--- config.mk ---
export PLATFORM = sky130hd
export DESIGN_NAME = lc3b_sr_bank
export DESIGN_NICKNAME = d
export VERILOG_FILES = /design/src/rtl/lc3b_sr_bank.sv
export SDC_FILE = /design/constraint.sdc
export NUM_CORES = 1
export LEC_CHECK = 0
export BUFFER_PORTS_ARGS = -buffer_cell sky130_fd_sc_hd__buf_2
export CAP_MARGIN = 40
export CORE_MARGIN = 2
export CORE_UTILIZATION = 57
export CTS_BUF_LIST = sky130_fd_sc_hd__clkbuf_16
export CTS_CLUSTER_DIAMETER = 50
export DETAILED_ROUTE_END_ITERATION = 10
export PLACE_DENSITY = 0.83
export SYNTH_ARGS = -nofsm -noshare
export SYNTH_HDL_FRONTEND = slang
export SYNTH_SLANG_ARGS = --single-unit
--- constraint.sdc ---
create_clock -name clk -period 8 [get_ports clk]
set_input_delay 1.2 -clock clk [delete_from_list [all_inputs] [get_ports clk]]
set_output_delay 1.2 -clock clk [all_outputs]
set_load 0.02 [all_outputs]
--- src/rtl/lc3b_sr_bank.sv ---
// Status-bit bank for cache valid/dirty/LRU state: per-bit set/clear writes,
// combinational read, a bit-0 population count and a clear-all sweep sequencer.
module lc3b_sr_bank #(
  parameter int WIDTH = 1,
  parameter int DEPTH = 8,
  localparam int IDX_W = $clog2(DEPTH)
) (
  input  logic             clk,
  input  logic             reset_n,
  input  logic             wr_enable,
  input  logic [IDX_W-1:0] wr_index,
  input  logic [WIDTH-1:0] set_mask,
  input  logic [WIDTH-1:0] clr_mask,
  input  logic [IDX_W-1:0] rd_index,
  output logic [WIDTH-1:0] rd_data,
  input  logic             flush_req,
  output logic             flush_busy,
  output logic             flush_done,
  output logic [IDX_W:0]   set_count,
  output logic             state_dbg
);

  typedef enum logic {
    IDLE  = 1'b0,
    SWEEP = 1'b1
  } state_t;

  state_t           state, state_nxt;
  logic [IDX_W-1:0] ptr, ptr_nxt;
  logic             done_nxt;
  logic [WIDTH-1:0] mem [DEPTH];
  logic [IDX_W:0]   cnt;

  // Sequencer: flush_req is only looked at in IDLE, so requests during a
  // sweep are dropped rather than queued.
  always_comb begin
    state_nxt = state;
    ptr_nxt   = ptr;
    done_nxt  = 1'b0;
    case (state)
      IDLE: begin
        if (flush_req) begin
          state_nxt = SWEEP;
          ptr_nxt   = '0;
        end
      end
      SWEEP: begin
        if (ptr == IDX_W'(DEPTH - 1)) begin
          state_nxt = IDLE;
          ptr_nxt   = '0;
          done_nxt  = 1'b1;
        end else begin
          ptr_nxt = ptr + 1'b1;
        end
      end
      default: begin
        state_nxt = IDLE;
        ptr_nxt   = '0;
      end
    endcase
  end

  always_ff @(posedge clk or negedge reset_n) begin
    if (!reset_n) begin
      state      <= IDLE;
      ptr        <= '0;
      flush_done <= 1'b0;
    end else begin
      state      <= state_nxt;
      ptr        <= ptr_nxt;
      flush_done <= done_nxt;
    end
  end

  // The sweep clear on entry ptr takes priority over a same-cycle write there.
  always_ff @(posedge clk or negedge reset_n) begin
    if (!reset_n) begin
      for (int i = 0; i < DEPTH; i++) mem[i] <= '0;
    end else begin
      for (int i = 0; i < DEPTH; i++) begin
        if (state == SWEEP && ptr == IDX_W'(i)) begin
          mem[i] <= '0;
        end else if (wr_enable && wr_index == IDX_W'(i)) begin
          mem[i] <= (mem[i] & ~clr_mask) | set_mask;
        end
      end
    end
  end

  always_comb begin
    cnt = '0;
    for (int i = 0; i < DEPTH; i++) cnt = cnt + (IDX_W + 1)'(mem[i][0]);
  end

  assign rd_data    = mem[rd_index];
  assign set_count  = cnt;
  assign flush_busy = (state == SWEEP);
  assign state_dbg  = state;

endmodule

After elaboration in Yosys (flattened, before gate mapping)
Index checks and enable logic that the tools add are counted.
Widths: inputs -> output; s select.
{"block": "word_totals", "reg_bits": 13, "output_inout_bits": 8, "wordCells": 107}
{"block": "op_classes", "n_addsub": 8, "order_cmp": 1, "eq_ne": 15, "n_mux": 27, "bitwise_logic": 19, "n_reduce_logical": 26}
{"op": "$eq 3x3->1 const B", "count": 8}
{"op": "$mux 1", "count": 22}
{"op": "$add 4x1->4", "count": 4}
{"op": "$logic_and 1x1->1", "count": 16}
{"op": "$reduce_bool 2->1", "count": 8}
{"op": "$eq 3x2->1 const B", "count": 4}
{"op": "$and 1x1->1", "count": 8}
{"op": "$or 1x1->1", "count": 8}
{"op": "$eq 3x1->1 const B", "count": 2}
{"op": "$logic_not 3->1", "count": 2}
{"op": "$mux 3", "count": 2}
{"op": "$pmux 3 s2", "count": 1}
{"op": "$add 3x1->4", "count": 1}
{"op": "$ge 4x4->1 const B", "count": 1}
{"op": "$not 3->4", "count": 1}
{"op": "$add 2x1->3", "count": 1}
{"op": "$add 3x1->3 const B", "count": 1}
{"op": "$bmux 1 s3", "count": 1}
{"op": "$add 1x1->2", "count": 1}
{"op": "$ne 2x2->1 const B", "count": 1}
{"op": "$not 1->1", "count": 2}
{"op": "$pmux 1 s2", "count": 1}

Logic depth before layout (Yosys ltp)
{"block": "logic_depth", "ltp_word": 7, "mapped_depth": 9}

Least setup slack after synthesis
OpenSTA, ideal clock, no wires.
{"block": "synth_path", "path_kind": "register to output", "start": "reg mem[0] in the netlist's numbering", "end": "out set_count[2]", "t_arrival_ps": 2843, "path_slack_ps": 3957, "stages_incl_launch_ff": 10, "path_buffers": 0, "cell_sequence": "dfrtp_1 -> fa_1 -> inv_1 -> fa_1 -> fa_1 -> inv_1 -> ha_1 -> inv_1 -> fa_1 -> xnor2_1"}
{"block": "synth_between", "elab_chain_len": 1}
{"item": "start: declaration", "line_no": "31", "source": "logic [WIDTH-1:0] mem [DEPTH];"}
{"item": "start signal: indexed assignment", "line_no": "84", "source": "mem[i] <= (mem[i] & ~clr_mask) | set_mask;"}
{"item": "$add 4x1->4", "line_no": "92", "source": "for (int i = 0; i < DEPTH; i++) cnt = cnt + (IDX_W + 1)'(mem[i][0]);"}
{"item": "end: declaration", "line_no": "19", "source": "output logic [IDX_W:0] set_count,"}
Every way passes these cells.

Worst setup path in the final report
Same ends and word-level chain as after synthesis.

==> flow_summary.ini <==
[drt]
vias = 771
viasPerCell = 5.797
post_drt_wl_per_cell_um = 15.59
wirelength_mm = 2.074
drc_errors = 0
ant_nets = 0
drtIter0Drc = 29
drtPass1Iterations = 4

[synth]
ys_ff_latch = 13
synth_compound_area_share_pct = 14.25
synth_area_leaders = dfrtp_1 (35%), ha_1 (12%), fa_1 (8.5%)
synth_cell_types = 25
synthSimpleGateAreaFrac_pct = 14.91
syn-num-nets = 123
synth_mux_area_share_pct = 6.791
yosys.area.top_type_share_pct = 34.62
synthAdderAreaFrac_pct = 20.51
synth_top_family_by_area = adder cells
yosysTopAreaCell = dfrtp_1
yosysWarnings = 0
syn_area_um2 = 939.7
ys_seq_area_share_pct = 34.62
avgSynthCellArea_um2 = 9.588
synthCells = 98
synth_xor_area_share_pct = 0.9321

[pwr]
p_seq_share_pct = 23.2
switching_share_pct = 47.34
internal-power_w = 0.0002965
p_clk_share_pct = 16.7
p_sw_w = 0.0002666
power_density_mw_per_mm2 = 504.5
p_leak_nw = 0.5756
power_frac_comb_pct = 60.1
ir_drop_mv = 0.3023

[timing]
slew_viol_final = 0
relSlewSlack_pct = 72.35
min_period_ps = 4360
grt_setup_unrepaired = false
fin_skew_ps = 4.115
hold_viol = 0
setup_violations = 0
worst_hold_slack_ps = 584.4
clock.fmax_ghz = 0.2293
period_share_pct = 54.50
fin_setup_tns_ps = 0
tightest_slew_ps = 414.7

[critical_path]
cp-startpoint = mem[0]
cp_max_fo = 3
r2r_slack_ps = 6740
endpoint_kind = output pin
critPathMostFrequentCell = fa_1
worstPathArrival_ps = 3160
critPathMaxStageDelay_ps = 550
start_kind = register
timing.rr.end = ptr[2]
cp_top_family = adder cells
crit_slowest_cell = fa_1
critPathKind = reg -> out
worst-path-buf-inv = 4
cp.required_ps = 6800
rr_startpoint = ptr[0]
rr_worst_depth = 4
path_depth = 10
crit_chain = fa_1, inv_1, fa_1, fa_1, inv_1, ha_1, inv_1, fa_1, xnor2_1, buf_2

[clocking]
cts_root_buf = clkbuf_16
clock_sinks = 13
clk_path_buf_depth = 2
cts_setup_buffers = 0
cts_made_buffers = 3
cts_resized = 0
hold_buffers = 0
insertion_delay_ps = 240
clk_pin_slew_worst_paths_ps = 40
h-tree-depth = 1
cts_tree = yes

[global_routing]
antenna_found_initial = 0
gr-usage-met1_pct = 31.68
track_usage_pct = 24.49
use_met3_pct = 5.306
met2_usage_pct = 40.58
grt_max_degree = 16
overflow = 0
grt_pass1_wl_mm = 3.381
grt.busiest_layer = met2
grt_pass1_vias = 744

[final_layout]
fillCellCount = 112
drive_above_1_share_pct = 20.51
regArea_um2 = 325.3
final_nets = 143
multiInputGateArea_um2 = 539.3
syn2layout_area_growth_pct = 18.77
antennaDiodeCount = 0

[worst_hold_path]
hold_end = mem[7]
hold_depth = 2
min_from = mem[7]
hold_class = reg -> reg

[place]
io_buffers = 19
gp_congestion = 0.8704
dp_hpwl_mm = 1.660

[floorplan]
dieArea_mm2 = 0.001989
start_util_pct = 61.66
io_pins = 20
coreArea_mm2 = 0.001524
die_w_um = 44.60
fp.dieH_um = 44.60
placementRows = 14

[run]
cap_violations = 0

[status]
status = finished, final reports clean
-- power by group through the flow --
stage | Sequential, W | Clock [W] | Combinational, W
after global placement | 0.000128 | 0 | 0.000309
after detailed placement | 0.000132 | 0 | 0.000337
final | 0.000131 | 0.0000941 | 0.000338
after floorplan | 0.000119 | 0 | 0.000247
after CTS | 0.000131 | 0.0000958 | 0.000341
after global routing | 0.000136 | 0.0000990 | 0.000373
-- worst reg2reg max path, cell delays in order (launching register included) --
cell and delay (ps):
dfrtp_1 430, ha_1 240, ha_1 260, nand2b_1 140, o31ai_1 80
-- kinds of logic (layout without fill, tap and decap cells) --
| logic type | count (synthesis) | count (layout) |
|---|---|---|
| buf+inv | 19 | 38 |
| flops | 13 | 13 |
| fa+ha+maj | 13 | 13 |
| compound gates | 21 | 21 |
| mux | 3 | 3 |
| xor+xnor | 1 | 1 |
| simple gates | 28 | 28 |
-- final cells by class --
| type | count | area share (%) |
|---|---|---|
| clock buffer | 3 | 6.726 |
| clock inverter | 1 | 0.4484 |
| inverter | 15 | 5.045 |
| multi-input combinational | 66 | 48.32 |
| sequential | 13 | 29.15 |
| tap | 16 | 1.794 |
| timing repair buffer | 19 | 8.520 |
-- metal layers --
metal  vias up  part of all wire [%]
li1        373                     -
met1       366                    42
met2        28                    52
met3         4                   4.4
met4         0                   1.5
met5         -                     0
-- stage by stage --
step                      worst slack, ps  instance area [µm²]  std cells  total power (W)  utilization, %
after floorplan                      3957                939.7         98        0.0003663               -
after global placement               4014                 1036        129        0.0004371           67.98
after detailed placement             3895                 1036        129        0.0004687           67.98
after CTS                            3622                 1116        133        0.0005673           73.23
after global routing                 3513                 1116        133        0.0006074           73.23
final                                3640                 1116        133        0.0005631           73.23
-- cells in the final DEF, fill, tap and decap left out --
cell,synthesis,layout
and3b_1,1,1
nor2b_1,3,3
dfrtp_1,13,13
fa_1,4,4
a32oi_1,2,2
mux2_2,1,1
xnor2_1,1,1
nand2b_1,4,4
inv_1,15,15
a22oi_1,1,1
o21ai_0,7,7
and3_1,1,1
nand3_1,3,3
a2bb2oi_1,2,2
mux4_1,2,2
clkbuf_16,0,3
nor2_1,3,3
buf_2,0,19
and2_1,1,1
o22ai_1,1,1
o31ai_1,4,4
clkinv_2,0,1
a21oi_1,4,4
nand2_1,11,11
ha_1,9,9
nand3b_1,1,1
-- worst max-delay path by stage --
stage | to | slack [ps]
after floorplan | set_count[2] | 3960
after CTS | set_count[2] | 3620
after global placement | set_count[2] | 4010
after detailed placement | set_count[2] | 3900
after global routing | set_count[2] | 3510
final | set_count[2] | 3640
-- sequential cells by signal, summed over array words and instances, names as in the netlist --
name,flops
ptr,3
flush_busy,1
flush_done,1
mem,8
-- cell usage after synthesis --
master     number
nor2_1          3
nand3b_1        1
a32oi_1         2
a2bb2oi_1       2
dfrtp_1        13
nand2b_1        4
o21ai_0         7
o31ai_1         4
fa_1            4
xnor2_1         1
mux2_2          1
and2_1          1
and3_1          1
a22oi_1         1
inv_1          15
and3b_1         1
clkbuf_1        3
nand3_1         3
buf_4           1
nand2_1        11
a21oi_1         4
ha_1            9
nor2b_1         3
mux4_1          2
o22ai_1         1
(Power assumes the default switching activity.)
